## config.mk

```make
export PLATFORM = sky130hd
export DESIGN_NAME = pc_fetch_ctrl
export DESIGN_NICKNAME = d
export VERILOG_FILES = /design/src/rtl/pc_fetch_ctrl.sv
export SDC_FILE = /design/constraint.sdc
export NUM_CORES = 1
export LEC_CHECK = 0
export CAP_MARGIN = 10
export CORE_UTILIZATION = 65
export CTS_CLUSTER_SIZE = 20
export DETAILED_ROUTE_END_ITERATION = 10
export DONT_BUFFER_PORTS = 1
export PLACE_DENSITY = 0.81
export SLEW_MARGIN = 10
export SYNTH_ARGS = -nofsm -noshare
export SYNTH_HDL_FRONTEND = slang
export SYNTH_SLANG_ARGS = --single-unit
```

## constraint.sdc

```tcl
create_clock -name Clk -period 3.3 [get_ports Clk]
set_clock_uncertainty 0.1 [all_clocks]
set_input_delay 0.33 -clock Clk [delete_from_list [all_inputs] [get_ports Clk]]
set_output_delay 0.33 -clock Clk [all_outputs]
set_load 0.03 [all_outputs]
```

## src/rtl/pc_fetch_ctrl.sv

```systemverilog
// Program counter and fetch sequencer: steps, jumps, halts and faults the
// instruction-memory address, and owns the start/run/done handshake.
// Optional feature macro: CALL_STACK_EN adds a hardware return-address stack
// for Call/Ret; without it, Call and Ret are ignored.
module pc_fetch_ctrl #(
  parameter int unsigned PC_W        = 12,
  parameter int unsigned START_ADDR  = 0,
  parameter int unsigned LAST_ADDR   = 4095,
  parameter int unsigned STACK_DEPTH = 4
) (
  input  logic            Clk,
  input  logic            Reset_n,
  input  logic            Start,
  input  logic            Stall,
  input  logic            Halt,
  input  logic            Jen,
  input  logic [PC_W-1:0] Jump,
  input  logic            Call,
  input  logic            Ret,
  output logic [PC_W-1:0] Prog_ctr,
  output logic            Running,
  output logic            Done,
  output logic            Fault
);

  typedef enum logic [1:0] {StIdle, StRun, StDone} state_e;

  localparam logic [PC_W-1:0] StartPc = PC_W'(START_ADDR);
  localparam logic [PC_W-1:0] LastPc  = PC_W'(LAST_ADDR);

  state_e          state_q;
  logic [PC_W-1:0] pc_inc;
  logic [PC_W:0]   jump_ext;
  logic            jump_oob;
  logic            run_go;
  logic            ret_req;
  logic            call_req;
  logic            stk_empty;
  logic            stk_full;
  logic [PC_W-1:0] stk_top;

  // Widened compare stays meaningful when LAST_ADDR is the top of the PC range.
  assign pc_inc   = Prog_ctr + PC_W'(1);
  assign jump_ext = {1'b0, Jump};
  assign jump_oob = jump_ext > (PC_W + 1)'(LAST_ADDR);
  assign run_go   = (state_q == StRun) && !Stall;

`ifdef CALL_STACK_EN
  localparam int unsigned SpW  = $clog2(STACK_DEPTH + 1);
  localparam int unsigned IdxW = (STACK_DEPTH > 1) ? $clog2(STACK_DEPTH) : 1;

  logic [PC_W-1:0] stack_q [STACK_DEPTH];
  logic [SpW-1:0]  sp_q;
  logic [IdxW-1:0] top_idx;
  logic [IdxW-1:0] push_idx;
  logic            push_en;
  logic            pop_en;
  logic            clear_en;

  // Ret outranks Call when both are strobed.
  assign ret_req   = Ret;
  assign call_req  = Call && !Ret;
  assign stk_empty = (sp_q == '0);
  assign stk_full  = (sp_q == SpW'(STACK_DEPTH));
  assign top_idx   = IdxW'(sp_q - SpW'(1));
  assign push_idx  = IdxW'(sp_q);
  assign stk_top   = stack_q[top_idx];

  assign push_en  = run_go && !Halt && call_req && !stk_full && !jump_oob;
  assign pop_en   = run_go && !Halt && ret_req && !stk_empty;
  assign clear_en = Start && (state_q != StRun);

  // Stack pointer: cleared by reset and by every honoured Start.
  always_ff @(posedge Clk or negedge Reset_n) begin
    if (!Reset_n) begin
      sp_q <= '0;
    end else if (clear_en) begin
      sp_q <= '0;
    end else if (push_en) begin
      sp_q <= sp_q + SpW'(1);
    end else if (pop_en) begin
      sp_q <= sp_q - SpW'(1);
    end
  end

  // Stack storage holds the return address (call site + 1); needs no reset.
  always_ff @(posedge Clk) begin
    if (push_en) begin
      stack_q[push_idx] <= pc_inc;
    end
  end
`else
  logic unused_call_ret;

  assign unused_call_ret = Call ^ Ret;
  assign ret_req   = 1'b0;
  assign call_req  = 1'b0;
  assign stk_empty = 1'b1;
  assign stk_full  = 1'b0;
  assign stk_top   = StartPc;
`endif

  logic            run_end;
  logic            run_fault;
  logic [PC_W-1:0] run_pc;

  // Decode one unstalled RUN cycle in priority order: Halt, Ret, Call, Jen, step.
  always_comb begin
    run_end   = 1'b0;
    run_fault = 1'b0;
    run_pc    = Prog_ctr;
    if (Halt) begin
      run_end = 1'b1;
    end else if (ret_req) begin
      if (stk_empty) begin
        run_end   = 1'b1;
        run_fault = 1'b1;
      end else begin
        run_pc = stk_top;
      end
    end else if (call_req) begin
      if (stk_full || jump_oob) begin
        run_end   = 1'b1;
        run_fault = 1'b1;
      end else begin
        run_pc = Jump;
      end
    end else if (Jen) begin
      if (jump_oob) begin
        run_end   = 1'b1;
        run_fault = 1'b1;
      end else begin
        run_pc = Jump;
      end
    end else if (Prog_ctr == LastPc) begin
      run_end = 1'b1;
    end else begin
      run_pc = pc_inc;
    end
  end

  // Control FSM with registered PC and status outputs.
  always_ff @(posedge Clk or negedge Reset_n) begin
    if (!Reset_n) begin
      state_q  <= StIdle;
      Prog_ctr <= StartPc;
      Running  <= 1'b0;
      Done     <= 1'b0;
      Fault    <= 1'b0;
    end else begin
      case (state_q)
        StIdle, StDone: begin
          if (Start) begin
            state_q  <= StRun;
            Prog_ctr <= StartPc;
            Running  <= 1'b1;
            Done     <= 1'b0;
            Fault    <= 1'b0;
          end
        end
        StRun: begin
          if (!Stall) begin
            Prog_ctr <= run_pc;
            if (run_end) begin
              state_q <= StDone;
              Running <= 1'b0;
              Done    <= 1'b1;
              Fault   <= run_fault;
            end
          end
        end
        default: begin
          state_q <= StIdle;
          Running <= 1'b0;
          Done    <= 1'b0;
        end
      endcase
    end
  end

endmodule

```

* After elaboration in Yosys (flattened, before gate mapping)
Index checks and enable logic that the tools add are counted.
** Word-level totals
- Register bits :: 17
- Input port bits :: 20
- Output and inout port bits :: 15
** Cells by class
- Add/subtract/negate cells :: 1
- $lt $le $gt $ge :: 1
- Equal/unequal tests :: 9
- Muxes and demuxes :: 28
- Reduce and logical (&&, ||, !) cells :: 6
** Operator list (number)
- $mux W12 :: 6
- $pmux W12 S2 :: 1
- $mux W1 :: 14
- $add A12 B1 Y12 const B :: 1
- $eq A12 B12 Y1 const B :: 1
- $gt A12 B12 Y1 const B :: 1
- $ne A2 B2 Y1 const B :: 4
- $mux W2 :: 3
- $ne A3 B3 Y1 const B :: 2
- $pmux W1 S2 :: 3
- $reduce_and A6 Y1 :: 1
- $pmux W2 S2 :: 1
- $reduce_and A4 Y1 :: 1
- $reduce_and A3 Y1 :: 1
- $eq A2 B1 Y1 const B :: 1
- $eq A2 B2 Y1 const B :: 1
- $logic_not A2 Y1 :: 1
- $reduce_bool A2 Y1 :: 1
- $reduce_or A2 Y1 :: 1

* Longest topological paths before layout
- Depth in word-level cells :: 7
- Mapped depth :: 6

* Worst setup path after synthesis
No wires, ideal clock.
- Path kind :: reg2reg
- Start :: register Prog_ctr[0]
- End :: register Prog_ctr[10]
- Arrival time :: 2.084 ns
- Setup slack :: 0.990 ns
- Cell stages (with the launch flop) :: 6
- Buffers on the path :: 0
- Cells stage by stage :: dfrtp_1 ha_1 nand3_4 or4_1 and2_2 a221o_1
** On the way
- Word-level cells in the longest chain between the ends :: 6
- Elaborated cells between the ends (all ways) :: 9
- Classes of those cells :: add/sub (1); eq/ne (2); mux (5); reduce/logical (1)
** RTL lines
- start, declared :: line 20 : output logic [PC_W-1:0] Prog_ctr,
- start signal, assigned :: line 146 : Prog_ctr <= StartPc;
- start signal, assigned :: line 155 : Prog_ctr <= StartPc;
- start signal, assigned :: line 163 : Prog_ctr <= run_pc;
- $add A12 B1 Y12 :: line 43 : assign pc_inc = Prog_ctr + PC_W'(1);
- $mux W12 :: line 135 : end else if (Prog_ctr == LastPc) begin
- $mux W12 :: line 128 : end else if (Jen) begin
- $mux W12 :: line 112 : if (Halt) begin
- $mux W12 :: line 162 : if (!Stall) begin
- $pmux W12 S2 :: line 151 : case (state_q)
Parallel ways exist; a longest one is shown, timed or not. The select of a mux whose other input is x is not followed.
A chain may end at the register's enable or synchronous reset.

* Worst setup path in the final report
Ends and elaborated chain as after synthesis.

==> results.cfg <==
[status]
outcome = completed

[critical_path]
cp.required_ps = 3380
r2r_slack_ps = 820
worstSetupPathType = flip-flop to flip-flop
cp_data_arrival_time_ps = 2560
critPathCaptureType = flip-flop
critPathMaxFanout = 9
start_kind = flip-flop

[synth]
ys_types = 43
synth_edf_count = 0
synth_area_sq_um = 1065
syn_area_per_cell_sq_um = 9.259
seq_area_frac_synth = 0.3760
postSynthRegisterBits = 16
syn_nets = 136
async_flop_share = 1.000
yosysWarnings = 0
synth_flop_cell = dfrtp_1
netlist_instances = 115

[pwr]
powerDensity_nw_per_um2 = 756.6
peakVddDrop_mv = 0.4610
fin_total_pwr_uw = 827.4
leakage_nw = 0.4162

[timing]
timing.final.crit_period_ps = 2477
finalCritPeriodShare = 0.7506
hold_ws_ps = 114.9
slew_headroom = 0.5102
setup_tns_ps = 0
max_freq_mhz = 403.7
worst_pin_slew_ps = 732.3
setup_ws_ps = 822.9
rsz0062_at_grt = no
finalMaxSlewViolations = 0
hold_violations = 0
setup_viol = 0

[route]
wl_per_cell_um = 17.69
dr.pass1.iters = 4
drt-initial-drc-count = 30
vias = 935
drc = 0
routed_wl_um = 2335
via_per_inst = 7.083
ant_nets = 0

[final_layout]
syn_to_final_growth_pct = 2.703
nets = 138
layout-drive-gt1-share = 0.1207
stdcell_area_sq_um = 1094
postLayoutCoreUtil = 0.7176
n_antenna_cell = 0
fin_cells = 132

[global_route]
grt_overflow = 0
grt_pass1_wl_um = 3643
antenna_found_initial = 0
grt_pass1_vias = 790
grt_max_degree = 22
grt_usage = 0.2697

[placement]
port_buffers = 0
postPlaceCellArea_sq_um = 1047
dpl.hpwl_um = 1683
post-place-ws_ps = 819.1
dp.cells = 127
gp_congestion = 0.8085

[clock_tree]
cts_setup_buffers = 0
cts-htree-levels = 1
postCtsHoldBufs = 1
cts-buffers-inserted = 3
ctsResizeCount = 0
cts_tree = yes
clk_latency_ps = 290
cts_root_buf = clkbuf_4
clk_pin_slew_ps = 100
cts_sinks = 16
clockBufferDepth = 2

[floorplan]
dieWidth_um = 42.48
fp.dieArea_sq_um = 1804
die_y_um = 42.48
core_sq_um = 1524
pin_count = 35
num_rows = 14
initial_core_util = 0.6987

[worst_hold_path]
min_path_type = primary input to flip-flop

[run]
cap_viol_max_count = 0
[worst max-delay path, stage by stage (launching register included)]
cell and delay (ps):
dfrtp_1 610, ha_1 300, nand3_4 140, or4_1 630
and2_2 270, a221o_1 330
[state kept, by name, summed over array words and instances, names as in the netlist]
signal,flops
Done,1
Fault,1
state_q,1
Running,1
Prog_ctr,12
[cell type report]
class / count / area (sq um)
multi-input cells: 87 / 596.8
fillers: 131 / 430.4
flip-flops and latches: 16 / 400.4
clock buffers: 4 / 36.28
inverters: 8 / 30.03
well taps: 16 / 20.02
repair buffers: 1 / 10.01
[layout by cell type (no fill, tap or decap), drive strengths merged, types with 2 or more instances in the layout]
cell and count:
or4 2, nand4 2, o21ai 9, o22ai 2, nand3 11, nand2b 3, a22o 2, dfrtp 16
nor3 5, or3 3, nand2 6, clkbuf 4, a21oi 4, inv 8, or2b 2, nor4b 2
o31ai 2, xnor2 3, a221o 2, nor4 4, a32o 3, o211ai 3, nor2 3
[routing by layer]
metal / global-route usage / routed length (um)
met1: 0.3799 / 974
met2: 0.4185 / 1091
met3: 0.06034 / 248
met4: 0.07500 / 21
met5: 0 / 0
[synthesized netlist by cell type (all sizes together), types with 2 or more instances]
master | count | area share
inv | 8 | 0.028
o31ai | 2 | 0.014
nand4 | 2 | 0.012
a221o | 2 | 0.019
o22ai | 2 | 0.012
nor4b | 2 | 0.031
or4 | 2 | 0.014
a22o | 2 | 0.019
dfrtp | 16 | 0.38
nand2b | 3 | 0.018
nor2 | 3 | 0.011
or2b | 2 | 0.015
o211ai | 3 | 0.021
nand2 | 6 | 0.024
nand3 | 11 | 0.063
o21ai | 9 | 0.042
or3 | 3 | 0.019
xnor2 | 3 | 0.025
nor4 | 4 | 0.023
buf | 3 | 0.032
a21oi | 4 | 0.019
nor3 | 5 | 0.023
a32o | 3 | 0.028
[cell families (layout without fill, tap and decap cells)]
logic type,Yosys count,count (layout),share of synthesized area
simple gates,51,51,0.3102
compound gates,31,31,0.2045
xor+xnor,3,3,0.02468
mux,1,1,0.009401
flops,16,16,0.3760
fa+ha+maj,1,1,0.01175
buf+inv,12,13,0.06345
[report_power, final]
| group | switching (mW) | leakage (nW) | internal (mW) |
|---|---|---|---|
| clock network | 0.0661 | 0.0210 | 0.0672 |
| registers | 0.216 | 0.212 | 0.255 |
| logic | 0.116 | 0.184 | 0.107 |
[worst paths after layout]
kind,start,to,depth (start not counted)
min,Jen,Prog_ctr[7],2
max in group asynchronous,Reset_n,Fault,1
max reg2reg,Prog_ctr[0],Prog_ctr[10],5
min in group asynchronous,Reset_n,Prog_ctr[2],1
min reg2reg,state_q[0],Running,1
max,Prog_ctr[0],Prog_ctr[10],5
No activity file was read; power rests on OpenSTA's default activity.
